$ cat config.mk
export PLATFORM = sky130hd
export DESIGN_NAME = serial_subtractor_flat
export DESIGN_NICKNAME = d
export VERILOG_FILES = /design/src/rtl/serial_subtractor_if.sv /design/src/rtl/serial_subtractor.sv /design/src/flat_wrapper.sv
export SDC_FILE = /design/constraint.sdc
export NUM_CORES = 1
export LEC_CHECK = 0
export ABC_AREA = 1
export CAP_MARGIN = 20
export CORE_MARGIN = 4
export CORE_UTILIZATION = 45
export CTS_CLUSTER_SIZE = 25
export DETAILED_ROUTE_END_ITERATION = 8
export PLACE_DENSITY_LB_ADDON = 0.12
export REMOVE_ABC_BUFFERS = 1
export SKIP_LAST_GASP = 1
export SLEW_MARGIN = 30
export SYNTH_ARGS = -nofsm -noshare
export SYNTH_HDL_FRONTEND = slang
export SYNTH_SLANG_ARGS = --single-unit
$ cat constraint.sdc
create_clock -name clk -period 1.1 [get_ports clk]
set_input_delay 0.165 -clock clk [delete_from_list [all_inputs] [get_ports clk]]
set_output_delay 0.165 -clock clk [all_outputs]
set_load 0.05 [all_outputs]
$ cat src/rtl/serial_subtractor_if.sv
// rtl/serial_subtractor_if.sv - start/done handshake and operand/result bundle for serial_subtractor
interface serial_subtractor_if #(
  parameter int N = 8
);
  logic         start;
  logic [N-1:0] A;
  logic [N-1:0] B;
  logic         busy;
  logic         done;
  logic [N-1:0] Diff;
  logic         Borrow;
`ifdef SERIAL_SUBTRACTOR_FLAGS_EN
  logic         Zero;
  logic         Overflow;
`endif

  modport master (
    output start, A, B,
`ifdef SERIAL_SUBTRACTOR_FLAGS_EN
    input  Zero, Overflow,
`endif
    input  busy, done, Diff, Borrow
  );

  modport slave (
    input  start, A, B,
`ifdef SERIAL_SUBTRACTOR_FLAGS_EN
    output Zero, Overflow,
`endif
    output busy, done, Diff, Borrow
  );
endinterface

$ cat src/rtl/serial_subtractor.sv
// rtl/serial_subtractor.sv - bit-serial A-B, LSB first; SERIAL_SUBTRACTOR_FLAGS_EN adds Zero/Overflow
module serial_subtractor #(
  parameter int N = 8
) (
  input  logic               clk,
  input  logic               rst,
  serial_subtractor_if.slave bus
);
  localparam int CW = $clog2(N);

  typedef enum logic [1:0] {
    IDLE  = 2'd0,
    SHIFT = 2'd1,
    DONE  = 2'd2
  } state_t;

  state_t         state_q, state_d;
  logic [N-1:0]   a_sr_q, a_sr_d;
  logic [N-1:0]   b_sr_q, b_sr_d;
  logic [N-1:0]   res_q, res_d;
  logic [N-1:0]   diff_q, diff_d;
  logic [CW-1:0]  cnt_q, cnt_d;
  logic           brw_q, brw_d;
  logic           borrow_q, borrow_d;
`ifdef SERIAL_SUBTRACTOR_FLAGS_EN
  logic           zero_q, zero_d;
  logic           ovf_q, ovf_d;
  logic           a_msb_q, a_msb_d;
  logic           b_msb_q, b_msb_d;
`endif

  // Full subtractor built from two half-subtractors sharing the borrow OR.
  logic         a_bit, b_bit, hs1_d, hs1_b, hs2_d, hs2_b, bout;
  logic [N-1:0] res_shift;

  assign a_bit     = a_sr_q[0];
  assign b_bit     = b_sr_q[0];
  assign hs1_d     = a_bit ^ b_bit;
  assign hs1_b     = ~a_bit & b_bit;
  assign hs2_d     = hs1_d ^ brw_q;
  assign hs2_b     = ~hs1_d & brw_q;
  assign bout      = hs1_b | hs2_b;
  assign res_shift = {hs2_d, res_q[N-1:1]};

  always_comb begin
    state_d  = state_q;
    a_sr_d   = a_sr_q;
    b_sr_d   = b_sr_q;
    res_d    = res_q;
    diff_d   = diff_q;
    cnt_d    = cnt_q;
    brw_d    = brw_q;
    borrow_d = borrow_q;
`ifdef SERIAL_SUBTRACTOR_FLAGS_EN
    zero_d   = zero_q;
    ovf_d    = ovf_q;
    a_msb_d  = a_msb_q;
    b_msb_d  = b_msb_q;
`endif
    case (state_q)
      IDLE, DONE: begin
        if (bus.start) begin
          state_d = SHIFT;
          a_sr_d  = bus.A;
          b_sr_d  = bus.B;
          res_d   = '0;
          cnt_d   = '0;
          brw_d   = 1'b0;
`ifdef SERIAL_SUBTRACTOR_FLAGS_EN
          a_msb_d = bus.A[N-1];
          b_msb_d = bus.B[N-1];
`endif
        end else begin
          state_d = IDLE;
        end
      end
      SHIFT: begin
        a_sr_d = {1'b0, a_sr_q[N-1:1]};
        b_sr_d = {1'b0, b_sr_q[N-1:1]};
        res_d  = res_shift;
        brw_d  = bout;
        cnt_d  = cnt_q + CW'(1);
        // Results are published only on the last shift; they hold across later operations.
        if (cnt_q == CW'(N - 1)) begin
          state_d  = DONE;
          diff_d   = res_shift;
          borrow_d = bout;
`ifdef SERIAL_SUBTRACTOR_FLAGS_EN
          zero_d   = (res_shift == '0);
          ovf_d    = (a_msb_q ^ b_msb_q) & (a_msb_q ^ res_shift[N-1]);
`endif
        end
      end
      default: state_d = IDLE;
    endcase
  end

  always_ff @(posedge clk) begin
    if (rst) begin
      state_q  <= IDLE;
      a_sr_q   <= '0;
      b_sr_q   <= '0;
      res_q    <= '0;
      diff_q   <= '0;
      cnt_q    <= '0;
      brw_q    <= 1'b0;
      borrow_q <= 1'b0;
`ifdef SERIAL_SUBTRACTOR_FLAGS_EN
      zero_q   <= 1'b0;
      ovf_q    <= 1'b0;
      a_msb_q  <= 1'b0;
      b_msb_q  <= 1'b0;
`endif
    end else begin
      state_q  <= state_d;
      a_sr_q   <= a_sr_d;
      b_sr_q   <= b_sr_d;
      res_q    <= res_d;
      diff_q   <= diff_d;
      cnt_q    <= cnt_d;
      brw_q    <= brw_d;
      borrow_q <= borrow_d;
`ifdef SERIAL_SUBTRACTOR_FLAGS_EN
      zero_q   <= zero_d;
      ovf_q    <= ovf_d;
      a_msb_q  <= a_msb_d;
      b_msb_q  <= b_msb_d;
`endif
    end
  end

  assign bus.busy   = (state_q == SHIFT);
  assign bus.done   = (state_q == DONE);
  assign bus.Diff   = diff_q;
  assign bus.Borrow = borrow_q;
`ifdef SERIAL_SUBTRACTOR_FLAGS_EN
  assign bus.Zero     = zero_q;
  assign bus.Overflow = ovf_q;
`endif
endmodule

$ cat src/flat_wrapper.sv
// flat-port wrapper written by rule: the top's interface ports become plain ports
module serial_subtractor_flat 
#(
  parameter int N = 8
)
  (clk, rst, bus_start, bus_A, bus_B, bus_busy, bus_done, bus_Diff, bus_Borrow);
  serial_subtractor_if #(.N(N)) bus_i ();
  input  logic clk;
  input  logic rst;
  input wire logic [$bits(bus_i.start)-1:0] bus_start;
  input wire logic [$bits(bus_i.A)-1:0] bus_A;
  input wire logic [$bits(bus_i.B)-1:0] bus_B;
  output wire logic [$bits(bus_i.busy)-1:0] bus_busy;
  output wire logic [$bits(bus_i.done)-1:0] bus_done;
  output wire logic [$bits(bus_i.Diff)-1:0] bus_Diff;
  output wire logic [$bits(bus_i.Borrow)-1:0] bus_Borrow;
  assign bus_i.start = bus_start;
  assign bus_i.A = bus_A;
  assign bus_i.B = bus_B;
  assign bus_busy = bus_i.busy;
  assign bus_done = bus_i.done;
  assign bus_Diff = bus_i.Diff;
  assign bus_Borrow = bus_i.Borrow;
  serial_subtractor #(.N(N)) u_core (.clk(clk), .rst(rst), .bus(bus_i));
endmodule
==> summary.md <==
| Metric | Value |
|---|---|
| Core area | `3770 sq um` |
| CP peak stage delay | `0.37 ns` |
| Largest net degree at the start of global routing | `22` |
| Hold_ws | `0.423 ns` |
| Share of power burned in registers | `39.7%` |
| Crit path to | `bus_busy` |
| Io pins | `30` |
| CP Cell Sequence | `inv_4, nor2_4, buf_12, buf_12` |
| WP depth | `4` |
| Place WS | `-0.195 ns` |
| Clock Sinks | `38` |
| P_sw | `0.000986 W` |
| CTS tree | `done` |
| FF-to-FF Start | `u_core.state_q[0]` |
| Worst min-delay path category | `input port to flip-flop` |
| CP Launch Type | `flip-flop` |
| RR Endpoint | `u_core.b_sr_q[4]` |
| Die area | `5080 sq um` |
| Vias | `1732` |
| Die span in x | `71.3 microns` |
| Outcome | `finished, violations left` |
| Clk buf depth | `2` |
| Sw frac | `26.4%` |
| Failing checks | `negative setup slack` |
| DRC violations left | `0` |
| Crit path DAT | `1.06 ns` |
| Number of fill cells | `261` |
| Critical path origin | `u_core.state_q[0]` |
| WS Path Type | `flip-flop to output port` |
| Seq/Total Area, Yosys | `42.2%` |
| Initial antenna violation count | `0` |
| Period utilization | `111%` |
| FMAX | `818 MHz` |
| Antenna Cells | `0` |
| Min-Delay Path Depth | `3` |
| First-pass DRT Iterations | `4` |
| Commonest non-fill, non-tap cell in the layout | `nand2_1` |
| First-pass GRT wire length | `6880 microns` |
| WP data required | `0.94 ns` |
| Routability congestion estimate | `0.725` |
| Final Hold Fails | `0` |
| Leak | `1.27 nW` |
| Yosys Warn Count | `0` |
| Worst Setup End Kind | `output port` |
| Distinct cells, synth | `21` |
| Clk slew on worst S/H paths | `0.08 ns` |
| Max H-tree Level | `2` |
| Slew @ Worst Pin | `0.235 ns` |
| CP Max Fanout | `3` |
| Cell repeated most along the worst path | `buf_12` |
| Layout Nets | `321` |
| R2R cell count | `6` |
| Area grow syn2layout | `57.7%` |
| Final worst path period need | `1.22 ns` |
| Cells after Synth | `249` |
| Total CTS buffers | `5` |
| Power Dens Cells | `1310 nW/um^2` |
| Fraction of layout cells with a size suffix above 1 | `32.3%` |
| Total GRT Usage | `16.9%` |
| PortBufs | `29` |
| Slew Viols, Final | `0` |
| # setup viols final | `31` |
| Rel. slew slack | `84.3%` |
| RSZ-0062 raised after global routing | `true` |
| Mean Syn Cell Area | `7.24 sq um` |
| Routed WL per cell | `13.3 microns` |
| Most frequent cells in the layout | `nand2_1, nand3_1, dfxtp_1, inv_1, clkdlybuf4s50_1` |
| Initial DRC Count | `102` |
| Comb power frac | `20.9%` |
| Max-cap violations | `0` |
| Vias in the first global route | `1551` |
| FP Rows | `22` |
| Clock Power Share | `39.4%` |
| Worst setup margin | `-0.122 ns` |
| Non-Filler Instances | `348` |
| Synth Cell Area | `1800 sq um` |
| Vias per cell | `4.98` |
| GR Overflow Total | `0` |
| Worst Path Buf+Inv | `3` |
| Internal cell power | `0.00274 W` |
| Slowest stage cell, crit path | `dfxtp_4` |
| Worst Clk Skew | `0.00967 ns` |
| Die H | `71.3 microns` |
| Maximum VDD drop | `0.841 mV` |
| Placed cells | `329` |
| Family with the most delay on the worst path | `flip-flops` |
| CTS Root Cell | `clkbuf_8` |
| Number of synthesized register bits | `38` |
| Post-Route Setup TNS | `-1.14 ns` |
| Post-DP HPWL | `2570 microns` |
| Starting Density | `47.8%` |
| DP Area | `2320 sq um` |
| Antenna-violating nets left | `0` |
| WL final | `4610 microns` |
| Post-layout instance area | `2840 sq um` |
| Worst skew pair latency | `0.31 ns` |
| Setup slack, reg-to-reg | `-0.08 ns` |
[through the flow]
step           util (%)  total power, W
6_report           75.4         0.00373
2_1_floorplan         -         0.00182
3_3_place_gp       61.4         0.00207
4_1_cts            69.0         0.00359
3_5_place_dp       61.4         0.00208
5_1_grt            75.4         0.00388
[cell families (layout without fill, tap and decap cells)]
family | count (synthesis) | in the layout | synth area share [%]
AND/OR/NAND/NOR | 140 | 140 | 35.3
flip-flops | 38 | 38 | 42.2
AO/OA/AOI/OAI | 17 | 17 | 5.76
buffers and inverters | 51 | 102 | 14.3
adder cells (fa/ha/maj) | 3 | 3 | 2.50
[layer usage]
| layer | GRT usage (%) | vias up | wire length [microns] |
|---|---|---|---|
| li1 | - | 892 | - |
| met1 | 21.3 | 808 | 2120 |
| met2 | 27.7 | 25 | 2230 |
| met3 | 4.77 | 7 | 186 |
| met4 | 5.64 | 0 | 76 |
| met5 | 0 | - | 0 |
[power by group through the flow]
| stage | logic, W | registers, W | clock network (W) |
|---|---|---|---|
| floorplan | 0.000309 | 0.00151 | 0 |
| global placement | 0.000565 | 0.00151 | 0 |
| detailed placement | 0.000568 | 0.00151 | 0 |
| CTS | 0.000643 | 0.00148 | 0.00146 |
| global route | 0.000848 | 0.00149 | 0.00155 |
| finish | 0.000778 | 0.00148 | 0.00147 |
[synthesized netlist by cell type, drive strengths merged]
| master | count | area (sq um) |
|---|---|---|
| a21oi | 15 | 93.8 |
| buf | 15 | 120 |
| dfxtp | 38 | 761 |
| fa | 1 | 20.0 |
| ha | 2 | 25.0 |
| inv | 36 | 138 |
| nand2 | 60 | 245 |
| nand3 | 49 | 245 |
| nand3b | 1 | 7.51 |
| nor2 | 16 | 67.6 |
| nor3 | 14 | 70.1 |
| o21ai | 2 | 10.0 |
[worst register-to-register path: stages, from the launching register on]
cell and delay [ns]:
dfxtp_4 0.36, inv_4 0.06, buf_4 0.13, nand2_8 0.11, clkbuf_16 0.20, nor3_2 0.16
nor2_1 0.07
[flip-flops by register name (all words and copies together), names as in the netlist]
name,count
u_core.a_sr_q,8
u_core.b_sr_q,8
u_core.brw_q,1
u_core.bus.Borrow,1
u_core.bus.Diff,8
u_core.cnt_q,3
u_core.res_q,7
u_core.state_q,2
[cell type report]
cell class	instances	area [sq um]	share of cell area (%)
multi-input combinational	160	966	34.0
sequential	38	771	27.1
timing repair buffer	58	768	27.0
inverter	36	140	4.93
clock buffer	5	68.8	2.42
clock inverter	3	68.8	2.42
tap	48	60.1	2.11
[worst min-delay path by stage]
stage / start / to
finish: bus_B[7] / u_core.b_sr_q[7]
global route: bus_B[7] / u_core.b_sr_q[7]
global placement: u_core.res_q[3] / u_core.bus.Diff[2]
floorplan: rst / u_core.cnt_q[1]
detailed placement: u_core.res_q[3] / u_core.bus.Diff[2]
CTS: bus_A[7] / u_core.a_sr_q[7]
[timing repair]
item | CTS | global route
setup buffers | 5 | 0
endpoints found under the setup margin | 24 | 40
cloned | 1 | 5
resized for setup | 24 | 26
pin swaps | 6 | 5
hold buffers | 0 | 0
Note: power is estimated with default switching activity, not from simulation.
